## config.mk

```make
export PLATFORM = sky130hd
export DESIGN_NAME = ahb2apb_bridge
export DESIGN_NICKNAME = d
export VERILOG_FILES = /design/src/rtl/ahb2apb_bridge.sv
export SDC_FILE = /design/constraint.sdc
export NUM_CORES = 1
export LEC_CHECK = 0
export BUFFER_PORTS_ARGS = -buffer_cell sky130_fd_sc_hd__buf_2
export CORE_MARGIN = 2
export CORE_UTILIZATION = 38
export DETAILED_ROUTE_END_ITERATION = 16
export PLACE_DENSITY = 0.71
export SLEW_MARGIN = 10
export SYNTH_ARGS = -nofsm -noshare
export SYNTH_HDL_FRONTEND = slang
export SYNTH_SLANG_ARGS = --single-unit
```

## constraint.sdc

```tcl
create_clock -name hclk_i -period 3.5 [get_ports hclk_i]
set_input_delay 0.175 -clock hclk_i [delete_from_list [all_inputs] [get_ports hclk_i]]
set_output_delay 0.175 -clock hclk_i [all_outputs]
set_load 0.03 [all_outputs]
```

## src/rtl/ahb2apb_bridge.sv

```systemverilog
// AHB-Lite slave that turns single AHB transfers into APB3 transfers to up to NPSEL peripherals.
// Define APB_PSLVERR_EN to forward pslverr_i and unmapped accesses as a two-cycle AHB ERROR.
module ahb2apb_bridge #(
  parameter int WIDTH    = 32,
  parameter int NPSEL    = 4,
  parameter int SLOT_LSB = 12
) (
  input  logic                   hclk_i,
  input  logic                   hreset_i,
  input  logic                   hsel_i,
  input  logic [WIDTH-1:0]       haddr_i,
  input  logic [1:0]             htrans_i,
  input  logic                   hwrite_i,
  input  logic [2:0]             hsize_i,
  input  logic [WIDTH-1:0]       hwdata_i,
  input  logic                   hready_i,
  output logic [WIDTH-1:0]       hrdata_o,
  output logic                   hreadyout_o,
  output logic [1:0]             hresp_o,
  output logic [WIDTH-1:0]       paddr_o,
  output logic [NPSEL-1:0]       psel_o,
  output logic                   penable_o,
  output logic                   pwrite_o,
  output logic [WIDTH-1:0]       pwdata_o,
  input  logic [NPSEL*WIDTH-1:0] prdata_i,
  input  logic [NPSEL-1:0]       pready_i,
  input  logic [NPSEL-1:0]       pslverr_i
);

  localparam int SLOT_W = (NPSEL > 1) ? $clog2(NPSEL) : 1;

  typedef enum logic [2:0] {
    S_IDLE,
    S_LATCH,
    S_SETUP,
`ifdef APB_PSLVERR_EN
    S_ACCESS,
    S_ERR1,
    S_ERR2
`else
    S_ACCESS
`endif
  } state_e;

  state_e             state_q, state_d;
  logic               hreadyout_q, hreadyout_d;
  logic [WIDTH-1:0]   hrdata_q, hrdata_d;
  logic [WIDTH-1:0]   paddr_q, paddr_d;
  logic               pwrite_q, pwrite_d;
  logic [WIDTH-1:0]   pwdata_q, pwdata_d;
  logic [NPSEL-1:0]   psel_q, psel_d;
  logic               penable_q, penable_d;
  logic [SLOT_W-1:0]  slot_q, slot_d;
  logic               mapped_q, mapped_d;

  logic [WIDTH-1:0]   prdata_arr [NPSEL];
  logic [3:0]         slot_raw;
  logic               accept;
  logic               slot_ready;

  for (genvar n = 0; n < NPSEL; n++) begin : g_prdata
    assign prdata_arr[n] = prdata_i[n*WIDTH +: WIDTH];
  end

  assign slot_raw   = haddr_i[SLOT_LSB+3:SLOT_LSB];
  assign accept     = hsel_i & hready_i & htrans_i[1] & (state_q == S_IDLE);
  assign slot_ready = pready_i[slot_q];

`ifdef APB_PSLVERR_EN
  logic [1:0] hresp_q, hresp_d;
  logic       slot_err;
  logic       unused_sig;

  assign slot_err   = pslverr_i[slot_q];
  assign unused_sig = ^{hsize_i, htrans_i[0]};
  assign hresp_o    = hresp_q;
`else
  logic unused_sig;

  assign unused_sig = ^{hsize_i, htrans_i[0], pslverr_i};
  assign hresp_o    = 2'b00;
`endif

  // NOTE: all state uses non-blocking assignments so every flop samples pre-edge values.
  always_ff @(posedge hclk_i or posedge hreset_i) begin
    if (hreset_i) begin
      state_q     <= S_IDLE;
      hreadyout_q <= 1'b1;
      hrdata_q    <= '0;
      paddr_q     <= '0;
      pwrite_q    <= 1'b0;
      pwdata_q    <= '0;
      psel_q      <= '0;
      penable_q   <= 1'b0;
      slot_q      <= '0;
      mapped_q    <= 1'b0;
`ifdef APB_PSLVERR_EN
      hresp_q     <= 2'b00;
`endif
    end else begin
      state_q     <= state_d;
      hreadyout_q <= hreadyout_d;
      hrdata_q    <= hrdata_d;
      paddr_q     <= paddr_d;
      pwrite_q    <= pwrite_d;
      pwdata_q    <= pwdata_d;
      psel_q      <= psel_d;
      penable_q   <= penable_d;
      slot_q      <= slot_d;
      mapped_q    <= mapped_d;
`ifdef APB_PSLVERR_EN
      hresp_q     <= hresp_d;
`endif
    end
  end

  // NOTE: default assignment first so no path through the case leaves a variable unassigned (no latch).
  always_comb begin
    state_d = state_q;
    case (state_q)
      S_IDLE:   if (accept) state_d = S_LATCH;
`ifdef APB_PSLVERR_EN
      S_LATCH:  state_d = mapped_q ? S_SETUP : S_ERR1;
`else
      S_LATCH:  state_d = mapped_q ? S_SETUP : S_IDLE;
`endif
      S_SETUP:  state_d = S_ACCESS;
      S_ACCESS: begin
        if (slot_ready) begin
`ifdef APB_PSLVERR_EN
          state_d = slot_err ? S_ERR1 : S_IDLE;
`else
          state_d = S_IDLE;
`endif
        end
      end
`ifdef APB_PSLVERR_EN
      S_ERR1:   state_d = S_ERR2;
      S_ERR2:   state_d = S_IDLE;
`endif
      default:  state_d = S_IDLE;
    endcase
  end

  // Outputs are computed for the state being entered, so they appear registered.
  always_comb begin
    hreadyout_d = hreadyout_q;
    hrdata_d    = hrdata_q;
    paddr_d     = paddr_q;
    pwrite_d    = pwrite_q;
    pwdata_d    = pwdata_q;
    psel_d      = psel_q;
    penable_d   = penable_q;
    slot_d      = slot_q;
    mapped_d    = mapped_q;
`ifdef APB_PSLVERR_EN
    hresp_d     = hresp_q;
`endif
    case (state_q)
      S_IDLE: begin
        hreadyout_d = 1'b1;
        if (accept) begin
          hreadyout_d = 1'b0;
          paddr_d     = haddr_i;
          pwrite_d    = hwrite_i;
          slot_d      = slot_raw[SLOT_W-1:0];
          mapped_d    = ({1'b0, slot_raw} < 5'(NPSEL));
        end
      end
      S_LATCH: begin
        pwdata_d = hwdata_i;
        if (mapped_q) begin
          psel_d         = '0;
          psel_d[slot_q] = 1'b1;
          penable_d      = 1'b0;
        end else begin
`ifdef APB_PSLVERR_EN
          hresp_d = 2'b01;
`else
          hreadyout_d = 1'b1;
          if (!pwrite_q) hrdata_d = '0;
`endif
        end
      end
      S_SETUP: penable_d = 1'b1;
      S_ACCESS: begin
        if (slot_ready) begin
          psel_d    = '0;
          penable_d = 1'b0;
`ifdef APB_PSLVERR_EN
          if (slot_err) begin
            hresp_d = 2'b01;
          end else begin
            hreadyout_d = 1'b1;
            if (!pwrite_q) hrdata_d = prdata_arr[slot_q];
          end
`else
          hreadyout_d = 1'b1;
          if (!pwrite_q) hrdata_d = prdata_arr[slot_q];
`endif
        end
      end
`ifdef APB_PSLVERR_EN
      S_ERR1: hreadyout_d = 1'b1;
      S_ERR2: begin
        hreadyout_d = 1'b1;
        hresp_d     = 2'b00;
      end
`endif
      default: begin
        hreadyout_d = 1'b1;
        psel_d      = '0;
        penable_d   = 1'b0;
      end
    endcase
  end

  assign hreadyout_o = hreadyout_q;
  assign hrdata_o    = hrdata_q;
  assign paddr_o     = paddr_q;
  assign pwrite_o    = pwrite_q;
  assign pwdata_o    = pwdata_q;
  assign psel_o      = psel_q;
  assign penable_o   = penable_q;

endmodule

```

==> flow_metrics.tcl <==
set metrics [dict create \
    status "complete, no violations" \
    antenna_left 0 \
    grt_pass1_wl_um 23400 \
    post_synth_inst_count 397 \
    worst-path-max-fanout 28 \
    netlist-cell-type-count 30 \
    clockRootBuffer "clkbuf_16" \
    gp_congestion 0.880 \
    skew_ps 5.73 \
    fin_crit_sh_pct 66.4 \
    postSynthAreaPerCell_um2 13.2 \
    nets 901 \
    finalMaxSlewViolations 0 \
    timing.critical_path.arrival_ps 2550 \
    routed-via-count 4333 \
    maxSlewHeadroom_pct 39.6 \
    area_used_by_multi_input_combinational_logic_mm2 0.00239 \
    finish.instance_area_mm2 0.00718 \
    asyncSetResetFlopFracSynth_pct 100 \
    synth_top_family_by_area "multiplexers" \
    setup_tns_ps 0 \
    fmaxAchievable_mhz 430 \
    post-place-ws_ps 1170 \
    postRouteWirelength_um 14800 \
    fp.coreArea_mm2 0.0133 \
    ys_seq_elements 106 \
    initial_utilization_pct 39.2 \
    max_cap_violations 0 \
    route.detailed.wl_per_inst_um 17.0 \
    global_route.overflow_total 0 \
    tritoncts "built" \
    design.portCount 315 \
    synthXorXnorAreaFrac_pct 0 \
    p_per_area_mw_per_mm2 879 \
    final_critical_path_setup_slack_ps 1180 \
    muxShareOfSynthArea_pct 31.3 \
    grt_max_degree 74 \
    antenna_found_initial 0 \
    synth_flop_cell "dfrtp_1" \
    reg2reg_setup_slack_ps 1180 \
    post_synth_fa_ha_maj_area_fraction_pct 0 \
    chipWidth_um 121 \
    place_hpwl_um 11400 \
    cp-end-kind "flop" \
    cts-htree-levels 3 \
    layout_stage_area_growth_over_the_synthesis_result_pct 37.2 \
    worst_ir_drop_vdd_uv 524 \
    synth-edff-count 0 \
    fp-row-count 42 \
    clock_tree.buffer_depth 2 \
    yosys.area.top_type_share_pct 50.2 \
    grtUsageTotal_pct 20.5 \
    worstSkewPairLatency_ps 340 \
    sequential_cell_area_mm2 0.00266 \
    buffer_ports.inserted 304 \
    crit_required_ps 3720 \
    synth_commonest_cells "dfrtp_1, nand2_1, and3_1, mux2_1" \
    cts_hold_buffers 0 \
    synth_most_common_cell "dfrtp_1" \
    layout.core_utilization_pct 53.8 \
    min_path_type "in2async" \
    p_leak_nw 3.96 \
    postCtsSetupRepairBufs 0 \
    setup_viol_count_final 0 \
    final_layout_size_suffix_gt1_share_pct 58.4 \
    post_dp_cell_area_mm2 0.00688 \
    synth.yosys.seq_area_share_pct 50.7 \
    placedCellCount 856 \
    dr.pass1.iters 4 \
    synth.top_cells.by_area "dfrtp_1, mux4_2, mux2_4" \
    initial_drt_markers 204 \
    drt-vias-per-instance 4.97 \
    synth_simple_gate_area_share_pct 13.0 \
    antenna-diode-count 0 \
    grt_setup_unrepaired "no" \
    cts_buffers 9 \
    worstSetupStartpointType "flop" \
    synth_largest_area_cell "dfrtp_1" \
    design.die.area_mm2 0.0147 \
    worst_slew_pin_slew_ps 906 \
    p_total_mw 6.31 \
    syn-cell-area_mm2 0.00523 \
    fillerInstances 1193 \
    yosys_warnings 0 \
    first_global_vias 4635 \
    shortest_clock_period_the_worst_path_allows_after_layout_ps 2320 \
    clkSinkCount 106 \
    die-height_um 121 \
    post_cts_resized 0 \
    instances_no_fill 871 \
    final_hold_viols 0 \
    worst_setup_hold_path_clk_slew_ps 70 \
    synth_area_in_compound_gates_pct 1.20 \
    drt_drc_violations_left 0 \
    path_class "reg2reg" \
    worst_hold_slack_ps 17.9 \
]
-- sequential cells by signal, indices dropped and copies added, names as in the netlist --
name,flops
hrdata_o,32
paddr_o,32
pwdata_o,32
psel_o,4
state_q,2
hreadyout_o,1
mapped_q,1
penable_o,1
pwrite_o,1
-- kinds of logic after synthesis --
logic type | Yosys count
simple gates | 146
flops | 106
mux | 103
buf+inv | 34
compound gates | 7
other cells | 1
-- report_power, final --
group          leakage, nW  internal (mW)  total (mW)  switching, mW
Clock                0.149          0.594        1.03          0.435
Sequential            1.35           1.72        2.08          0.357
Combinational         2.46           1.23        3.20           1.97
Total                 3.96           3.55        6.31           2.76
-- area by class of cell --
| type | instances | share of cell area, % |
|---|---|---|
| inverters | 2 | 0.139 |
| well taps | 176 | 3.07 |
| multi-input cells | 258 | 33.3 |
| clock buffers | 12 | 3.57 |
| repair buffers | 314 | 22.2 |
| flip-flops and latches | 106 | 37.0 |
| clock inverters | 3 | 0.662 |
-- path summary, 6_finish.rpt --
check	to	start	cells after the start
max	hrdata_o[5]$_DFFE_PP0P_	state_q[0]$_DFFE_PP0P_	5
min	pwdata_o[31]$_DFFE_PP0N_	hreset_i	2
max reg2reg	hrdata_o[5]$_DFFE_PP0P_	state_q[0]$_DFFE_PP0P_	5
min reg2reg	hreadyout_o$_DFFE_PP1P_	hreadyout_o$_DFFE_PP1P_	2
max in group asynchronous	pwdata_o[6]$_DFFE_PP0N_	hreset_i	3
min in group hclk_i	pwdata_o[24]$_DFFE_PP0N_	hwdata_i[24]	3
-- critical path, stage by stage (launching register included) --
cell	delay (ps)
dfrtp_1	640
nand3b_1	260
o22ai_4	120
nor4b_4	280
buf_4	490
mux2_2	390
-- layout by cell type, fill, tap and decap left out, drive strengths merged --
master	instances
clkinv	1
and3	33
a21boi	1
bufinv	1
a211o	1
clkbuf	12
nor2b	3
o22ai	1
nor3b	1
mux4	32
nor2	5
nand3	1
dfstp	1
nand2	98
a31oi	1
o21bai	1
buf	314
mux2	71
nor3	1
conb	2
o21ai	1
nand4	1
nor4b	1
dfrtp	105
nand2b	1
o31ai	1
nand3b	1
inv	3
-- routing by layer --
layer / wire length [um] / up-vias / GRT usage, %
met5: 0 / - / 0
met4: 319 / 0 / 7.97
met3: 1120 / 22 / 4.98
met2: 7630 / 196 / 36.2
met1: 5780 / 2138 / 23.9
li1: - / 1977 / -
Power figures use the tool's default switching activity.
